`src/rtl/count_event_monitor.sv`:
```
// Watches an up/down counter's output and control inputs, classifies each cycle's
// transition (load, wrap, threshold hit) and queues events in a small FWFT FIFO.
module count_event_monitor #(
  parameter int unsigned NBITS = 4,
  parameter int unsigned DEPTH = 4
) (
  input  logic                     clk,
  input  logic                     reset,
  input  logic [NBITS-1:0]         q_in,
  input  logic                     load_in,
  input  logic                     up_down_in,
  input  logic [NBITS-1:0]         thresh,
  input  logic                     enable,
  input  logic                     evt_ready,
  input  logic                     drop_clr,
  output logic                     evt_valid,
  output logic [1:0]               evt_code,
  output logic [NBITS-1:0]         evt_value,
  output logic [$clog2(DEPTH):0]   level,
  output logic                     drop_sticky,
  output logic [7:0]               drop_cnt
);

  localparam int unsigned AW = $clog2(DEPTH);
  localparam int unsigned LW = AW + 1;

  localparam logic [1:0] EvThresh   = 2'd0;
  localparam logic [1:0] EvWrapUp   = 2'd1;
  localparam logic [1:0] EvWrapDown = 2'd2;
  localparam logic [1:0] EvLoad     = 2'd3;

  localparam logic [NBITS-1:0] AllOnes = {NBITS{1'b1}};
  localparam logic [NBITS-1:0] AllZero = {NBITS{1'b0}};

  logic [NBITS-1:0] prev_q;
  logic             load_d;
  logic             dir_d;
  logic             armed;

  logic [1:0]       code_mem  [DEPTH];
  logic [NBITS-1:0] value_mem [DEPTH];
  logic [AW-1:0]    wr_ptr;
  logic [AW-1:0]    rd_ptr;
  logic [LW-1:0]    occ;

  logic             det;
  logic [1:0]       det_code;
  logic             full;
  logic             pop;
  logic             push;
  logic             drop;

  // Registered controls line up with q_in, which already reflects the counter's update.
  always_ff @(posedge clk or posedge reset) begin
    if (reset) begin
      prev_q <= '0;
      load_d <= 1'b0;
      dir_d  <= 1'b0;
      armed  <= 1'b0;
    end else begin
      prev_q <= q_in;
      load_d <= load_in;
      dir_d  <= up_down_in;
      armed  <= enable;
    end
  end

  always_comb begin
    det      = 1'b0;
    det_code = EvThresh;
    if (enable && armed) begin
      if (load_d) begin
        det      = 1'b1;
        det_code = EvLoad;
      end else if (dir_d && prev_q == AllOnes && q_in == AllZero) begin
        det      = 1'b1;
        det_code = EvWrapUp;
      end else if (!dir_d && prev_q == AllZero && q_in == AllOnes) begin
        det      = 1'b1;
        det_code = EvWrapDown;
      end else if (q_in == thresh && prev_q != thresh) begin
        det      = 1'b1;
        det_code = EvThresh;
      end
    end
  end

  assign full      = (occ == LW'(DEPTH));
  assign evt_valid = (occ != '0);
  assign level     = occ;
  assign pop       = evt_valid && evt_ready;
  assign push      = det && (!full || pop);
  assign drop      = det && full && !pop;

  always_ff @(posedge clk) begin
    if (push) begin
      code_mem[wr_ptr]  <= det_code;
      value_mem[wr_ptr] <= q_in;
    end
  end

  always_ff @(posedge clk or posedge reset) begin
    if (reset) begin
      wr_ptr <= '0;
      rd_ptr <= '0;
      occ    <= '0;
    end else begin
      if (push) wr_ptr <= wr_ptr + AW'(1);
      if (pop)  rd_ptr <= rd_ptr + AW'(1);
      if (push && !pop)      occ <= occ + LW'(1);
      else if (pop && !push) occ <= occ - LW'(1);
    end
  end

  // Gate the head with valid so the outputs read zero out of reset and when empty.
  always_comb begin
    evt_code  = '0;
    evt_value = '0;
    if (evt_valid) begin
      evt_code  = code_mem[rd_ptr];
      evt_value = value_mem[rd_ptr];
    end
  end

  // A drop coinciding with a clear restarts the tally at one.
  always_ff @(posedge clk or posedge reset) begin
    if (reset) begin
      drop_sticky <= 1'b0;
      drop_cnt    <= '0;
    end else if (drop_clr) begin
      drop_sticky <= drop;
      drop_cnt    <= drop ? 8'd1 : 8'd0;
    end else if (drop) begin
      drop_sticky <= 1'b1;
      if (drop_cnt != 8'hFF) drop_cnt <= drop_cnt + 8'd1;
    end
  end

endmodule
```
`config.mk`:
```
export PLATFORM = sky130hd
export DESIGN_NAME = count_event_monitor
export DESIGN_NICKNAME = d
export VERILOG_FILES = /design/src/rtl/count_event_monitor.sv
export SDC_FILE = /design/constraint.sdc
export NUM_CORES = 1
export LEC_CHECK = 0
export ABC_CLOCK_PERIOD_IN_PS = 8020
export CORE_UTILIZATION = 45
export CTS_CLUSTER_DIAMETER = 80
export DETAILED_ROUTE_END_ITERATION = 7
export HOLD_SLACK_MARGIN = 0.03
export PLACE_DENSITY_LB_ADDON = 0.1
export SYNTH_ARGS = -nofsm -noshare
export SYNTH_HDL_FRONTEND = slang
export SYNTH_SLANG_ARGS = --single-unit
```
`constraint.sdc`:
```
create_clock -name clk -period 8.02 [get_ports clk]
set_input_delay 0.802 -clock clk [delete_from_list [all_inputs] [get_ports clk]]
set_output_delay 0.802 -clock clk [all_outputs]
set_load 0.05 [all_outputs]
```
* Yosys cells after proc, flatten, opt, wreduce, memory -nomap -nowiden
Memory sizes are Yosys's and may differ from the RTL's.
Cells that the tools add are included.
** Cells by class
- Add/subtract/negate cells :: 5
- Equality and inequality tests :: 6
- Muxes and demuxes :: 21
- Reduce and logical (&&, ||, !) cells :: 24
** Operators by type and width (count)
- 2-to-1 mux 8 bit :: 3
- logical AND 1 bit :: 12
- 2-to-1 mux 1 bit :: 10
- 2-to-1 mux 2 bit :: 5
- adder 8 x 1 -> 8 bit (second input constant) :: 1
- == test 4 bit (second input constant) :: 2
- logical NOT 4 bit :: 2
- inequality test 8 bit (second input constant) :: 1
- 2-to-1 mux 3 bit :: 2
- nonzero test 2 bit :: 3
- adder 2 x 1 -> 2 bit (second input constant) :: 2
- == test 4 bit :: 1
- logical NOT 1 bit :: 4
- 2-to-1 mux 4 bit :: 1
- inequality test 4 bit :: 1
- adder 3 x 1 -> 3 bit (second input constant) :: 1
- == test 3 bit (second input constant) :: 1
- nonzero test 3 bit :: 1
- subtractor 3 x 1 -> 3 bit (second input constant) :: 1
- AND reduction 2 bit :: 1
- logical OR 1 bit :: 1
** Word-level totals
- Register bits after elaboration :: 23
- RAM bits :: 24
- Input port bits :: 15
- Memories :: 2
** Memories
- value_mem :: depth 4, bits a word 4, rd ports 1, clocked after memory_dff 0, wr ports 1, line 41 : logic [NBITS-1:0] value_mem [DEPTH];
- code_mem :: depth 4, bits a word 2, rd ports 1, clocked after memory_dff 0, wr ports 1, line 40 : logic [1:0] code_mem [DEPTH];

* Depth between registers and ports, before layout
- Depth in word-level cells :: 12
- Depth in mapped cells :: 11

* Least setup slack after synthesis
No wires, ideal clock.
- Kind :: input to register
- Start point :: input q_in[3]
- End point :: register occ[2] (netlist: level[2])
- Library setup time :: 82 ps
- Data arrival time :: 2873 ps
- Data required time :: 7938 ps
- Path slack :: 5065 ps
- Cell stages on the path :: 11
- Path buffers :: 0
- Cell sequence :: or4b_1 > nor3_2 > nand4_1 > and3_4 > nor3_4 > ha_1 > inv_1 > fa_1 > xor2_1 > nor2_1 > xor2_1
** On the way
- Word-level cells in the longest chain between the ends :: 11
- Elaborated cells between the ends (all ways) :: 17
- Those cells by class :: 2 x eq/ne; 6 x mux; 9 x reduce/logical
** RTL lines
- from (decl) :: line 9 : input logic [NBITS-1:0] q_in,
- == test 4 bit :: line 81 : end else if (q_in == thresh && prev_q != thresh) begin
- logical AND 1 bit :: line 81
- 2-to-1 mux 1 bit :: line 81
- 2-to-1 mux 1 bit :: line 78 : end else if (!dir_d && prev_q == AllZero && q_in == AllOnes) begin
- 2-to-1 mux 1 bit * :: line 75 : end else if (dir_d && prev_q == AllOnes && q_in == AllZero) begin
- 2-to-1 mux 1 bit * :: line 72 : if (load_d) begin
- 2-to-1 mux 1 bit * :: line 71 : if (enable && armed) begin
- logical AND 1 bit * :: line 92 : assign push = det && (!full || pop);
- named net push :: line 50 : logic push;
- logical NOT 1 bit :: line 111 : else if (pop && !push) occ <= occ - LW'(1);
- logical AND 1 bit :: line 111
- nonzero test 2 bit (no source line)
- to (signal assigned) :: line 110 : if (push && !pop) occ <= occ + LW'(1);
- to (signal assigned) :: line 111
- to (decl) :: line 44 : logic [LW-1:0] occ;
Mark *: on every way through the listed nets, which the timed path passes. The rest lies on a longest branch.
A chain may end at the register's enable or synchronous reset.

* Final worst setup path
Same ends and word-level chain as after synthesis.

==> metrics.cfg <==
[yosys]
syn-cell-area_sq_um = 2170
synthesis.nets = 175
seq_area_frac_synth_pct = 59.6
yosys_warnings = 0
syn_area_per_cell_sq_um = 14.2
synthCells = 153
yosys_register_bits = 47
yosysUniqueCellTypes = 39

[global_route]
use_met1_pct = 21.6
grt_pass1_vias = 1357
track_usage_pct = 16.7
top_usage_layer = met2
grt_max_degree = 24
antenna_found_initial = 0
use_met3_pct = 4.22
globalRouteMet2Util_pct = 28.3
grt_overflow = 0
grt_pass1_wl_microns = 6470

[hold_path]
hold_end = drop_sticky$_DFFE_PP0P_
hp-start = drop_sticky$_DFFE_PP0P_
hold_depth = 1
min_path_type = reg -> reg

[finish]
insertedDiodeCount = 0
area_growth_syn_to_layout_pct = 21.5
fill_cells = 389
fin_cells = 242
multi_input_area_sq_um = 833
nets = 211
drive_above_1_share_pct = 11.1
regArea_sq_um = 1300

[floorplanning]
core_area_sq_um = 4500
fp-row-count = 24
start_util_pct = 48.3
fp.dieW_microns = 71.5
dieArea_sq_um = 5110
ios = 34
die_h_microns = 71.5

[power]
power.leakage_nw = 0.964
irDropWorstVdd_uv = 107
p_per_area_nw_per_um2 = 294

[cts]
cts-root-buf = clkbuf_8
path_clk_slew_ps = 90
cts_max_level = 2
cts.sinks = 47
clk_path_buf_depth = 2
cts_buffers = 5
cts_hold_buf = 0
postCtsResizedCells = 0
cts_setup_buffers = 0
cts_tree = done
clkLatencyLatePin_ps = 300

[setup_path]
crit_required_ps = 8250
critPathMaxFanout = 14
cpMostUsedCell = xor2_1
endpoint_kind = register
arrival_ps = 3760
crit_path_top_delay_cell = clkdlybuf4s50_1
startpoint_type = input pin
slowest_delay_ps = 620
r2r_cells = 11
reg2reg_to = level[2]$_DFFE_PP0P_
r2r_slack_ps = 5170
crit_chain = clkdlybuf4s50_1 -> or4b_1 -> nor3_2 -> nand4_1 -> and3_4 -> nor3_4 -> ha_1 -> inv_1 -> fa_1 -> xor2_1 -> nor2_1 -> xor2_1
r2r-start = prev_q[0]$_DFF_PP0_
crit_type = in -> reg

[placement]
dp_hpwl_microns = 2740
port_buffers = 33
gp_congestion = 0.816
placedCellCount = 234

[sta]
slew_headroom_pct = 42.3
hold_violations = 0
period_minus_slack_ps = 3530
fin_skew_ps = 12.1
rsz0062_at_grt = false
tightest_slew_ps = 865
drv_slew = 0
clock.fmax_ghz = 0.283
tns_ps = 0
finalCritPeriodShare_pct = 44.1
setup_viol = 0

[drt]
wl_per_cell_microns = 15.8
viasPerCell = 5.43
route.vias.total = 1313
drc = 0
ant_nets = 0
drt_iter0_drc = 75
routed_wl_microns = 3820
drtPass1Iterations = 4

[job]
maxCapViolCount = 0

[run_status]
status = completed

==> how the worst max path moves through the flow <==
| stage | endpoint | slack (ps) | from | cells after the start |
|---|---|---|---|---|
| finish | level[2]$_DFFE_PP0P_ | 4490 | q_in[3] | 12 |
| detailed placement | level[2]$_DFFE_PP0P_ | 4180 | q_in[3] | 12 |
| global route | level[2]$_DFFE_PP0P_ | 4220 | q_in[3] | 12 |
| global placement | level[2]$_DFFE_PP0P_ | 4290 | q_in[3] | 12 |
| floorplan | level[2]$_DFFE_PP0P_ | 5060 | q_in[3] | 11 |
| CTS | level[2]$_DFFE_PP0P_ | 4490 | q_in[3] | 12 |
==> metrics by stage <==
stage                     hold WS [ps]  cell area [sq um]  power [mW]  worst slack, ps  util (%)
after global placement             496               2550       0.631             4290      56.6
after global routing               546               2640       0.819             4220      58.6
after detailed placement           505               2550       0.642             4180      56.6
after CTS                          525               2640       0.788             4490      58.6
after floorplan                    512               2170       0.545             5060         -
final                              517               2640       0.777             4490      58.6
==> state kept, by name, indices dropped and copies added (netlist names) <==
signal,flops
dir_d,1
value_mem,16
rd_ptr,2
wr_ptr,2
prev_q,4
load_d,1
armed,1
drop_sticky,1
drop_cnt,8
level,3
code_mem,8
==> routing by layer <==
| metal | routed length, microns | share of wire [%] |
|---|---|---|
| met5 | 0 | 0 |
| met4 | 25 | 0.65 |
| met3 | 145 | 3.8 |
| met2 | 1880 | 49 |
| met1 | 1770 | 46 |
==> cells in the mapped netlist (all sizes together) <==
master / number / share of area (%)
edfxtp: 24 / 33
dfrtp: 23 / 26
and2: 10 / 2.9
nand2: 9 / 1.6
xnor2: 9 / 3.6
ha: 6 / 3.5
mux4: 6 / 6.2
xor2: 6 / 2.4
a21oi: 5 / 1.2
inv: 5 / 0.86
nand3: 5 / 1.2
nor2: 5 / 0.86
o31ai: 4 / 1.4
clkbuf: 3 / 0.52
mux2: 3 / 1.6
nand4: 3 / 0.86
nor3: 3 / 1.4
nor4: 3 / 1.6
or3: 3 / 0.86
or4: 3 / 1.0
a22o: 1 / 0.40
a41oi: 1 / 0.40
and3: 1 / 0.52
and4b: 1 / 0.52
buf: 1 / 0.52
clkinv: 1 / 0.17
fa: 1 / 0.92
mux2i: 1 / 0.46
nor2b: 1 / 0.29
nor4b: 1 / 1.1
o21a: 1 / 0.35
o21ai: 1 / 0.23
o31a: 1 / 0.40
or2: 1 / 0.29
or4b: 1 / 0.46
==> layout make-up <==
type	count	share of cell area (%)
sequential	47	49.1
multi-input combinational	96	31.5
timing repair buffer	33	12.5
clock buffer	6	3.13
tap	52	2.46
inverter	6	0.853
clock inverter	2	0.426
==> cell usage in the layout, fill, tap and decap left out, drive strengths merged, types with 2 or more instances in the layout <==
cell type,Yosys,routed
nand2,9,9
nand3,5,5
xor2,6,6
nor2,5,5
or3,3,3
o31ai,4,4
mux4,6,6
nor4,3,3
clkdlybuf4s50,0,33
ha,6,6
or4,3,3
nor3,3,3
a21oi,5,5
nand4,3,3
xnor2,9,9
mux2,3,3
clkbuf,3,6
dfrtp,23,23
clkinv,1,2
edfxtp,24,24
and2,10,10
inv,5,5
==> cells by family (layout without fill, tap and decap cells) <==
kind of cell	count (synthesis)	after routing	synth area share [%]
buf+inv	10	47	2.07
fa+ha+maj	7	7	4.37
compound gates	14	14	4.32
simple gates	50	50	15.4
mux	10	10	8.23
xor+xnor	15	15	6.04
flops	47	47	59.6
==> worst max-delay path, delay by kind of cell <==
family                   cells  cell delay [ps]
XOR/XNOR                     2              300
buffers and inverters        2              680
AND/OR/NAND/NOR              6             1360
adder cells (fa/ha/maj)      2              610
==> where the power goes <==
group	switching (mW)	total (mW)	internal [mW]
combinational	0.178	0.308	0.130
clock	0.0769	0.146	0.0689
sequential	0.0411	0.324	0.282
Note: power is estimated with default switching activity, not from simulation.
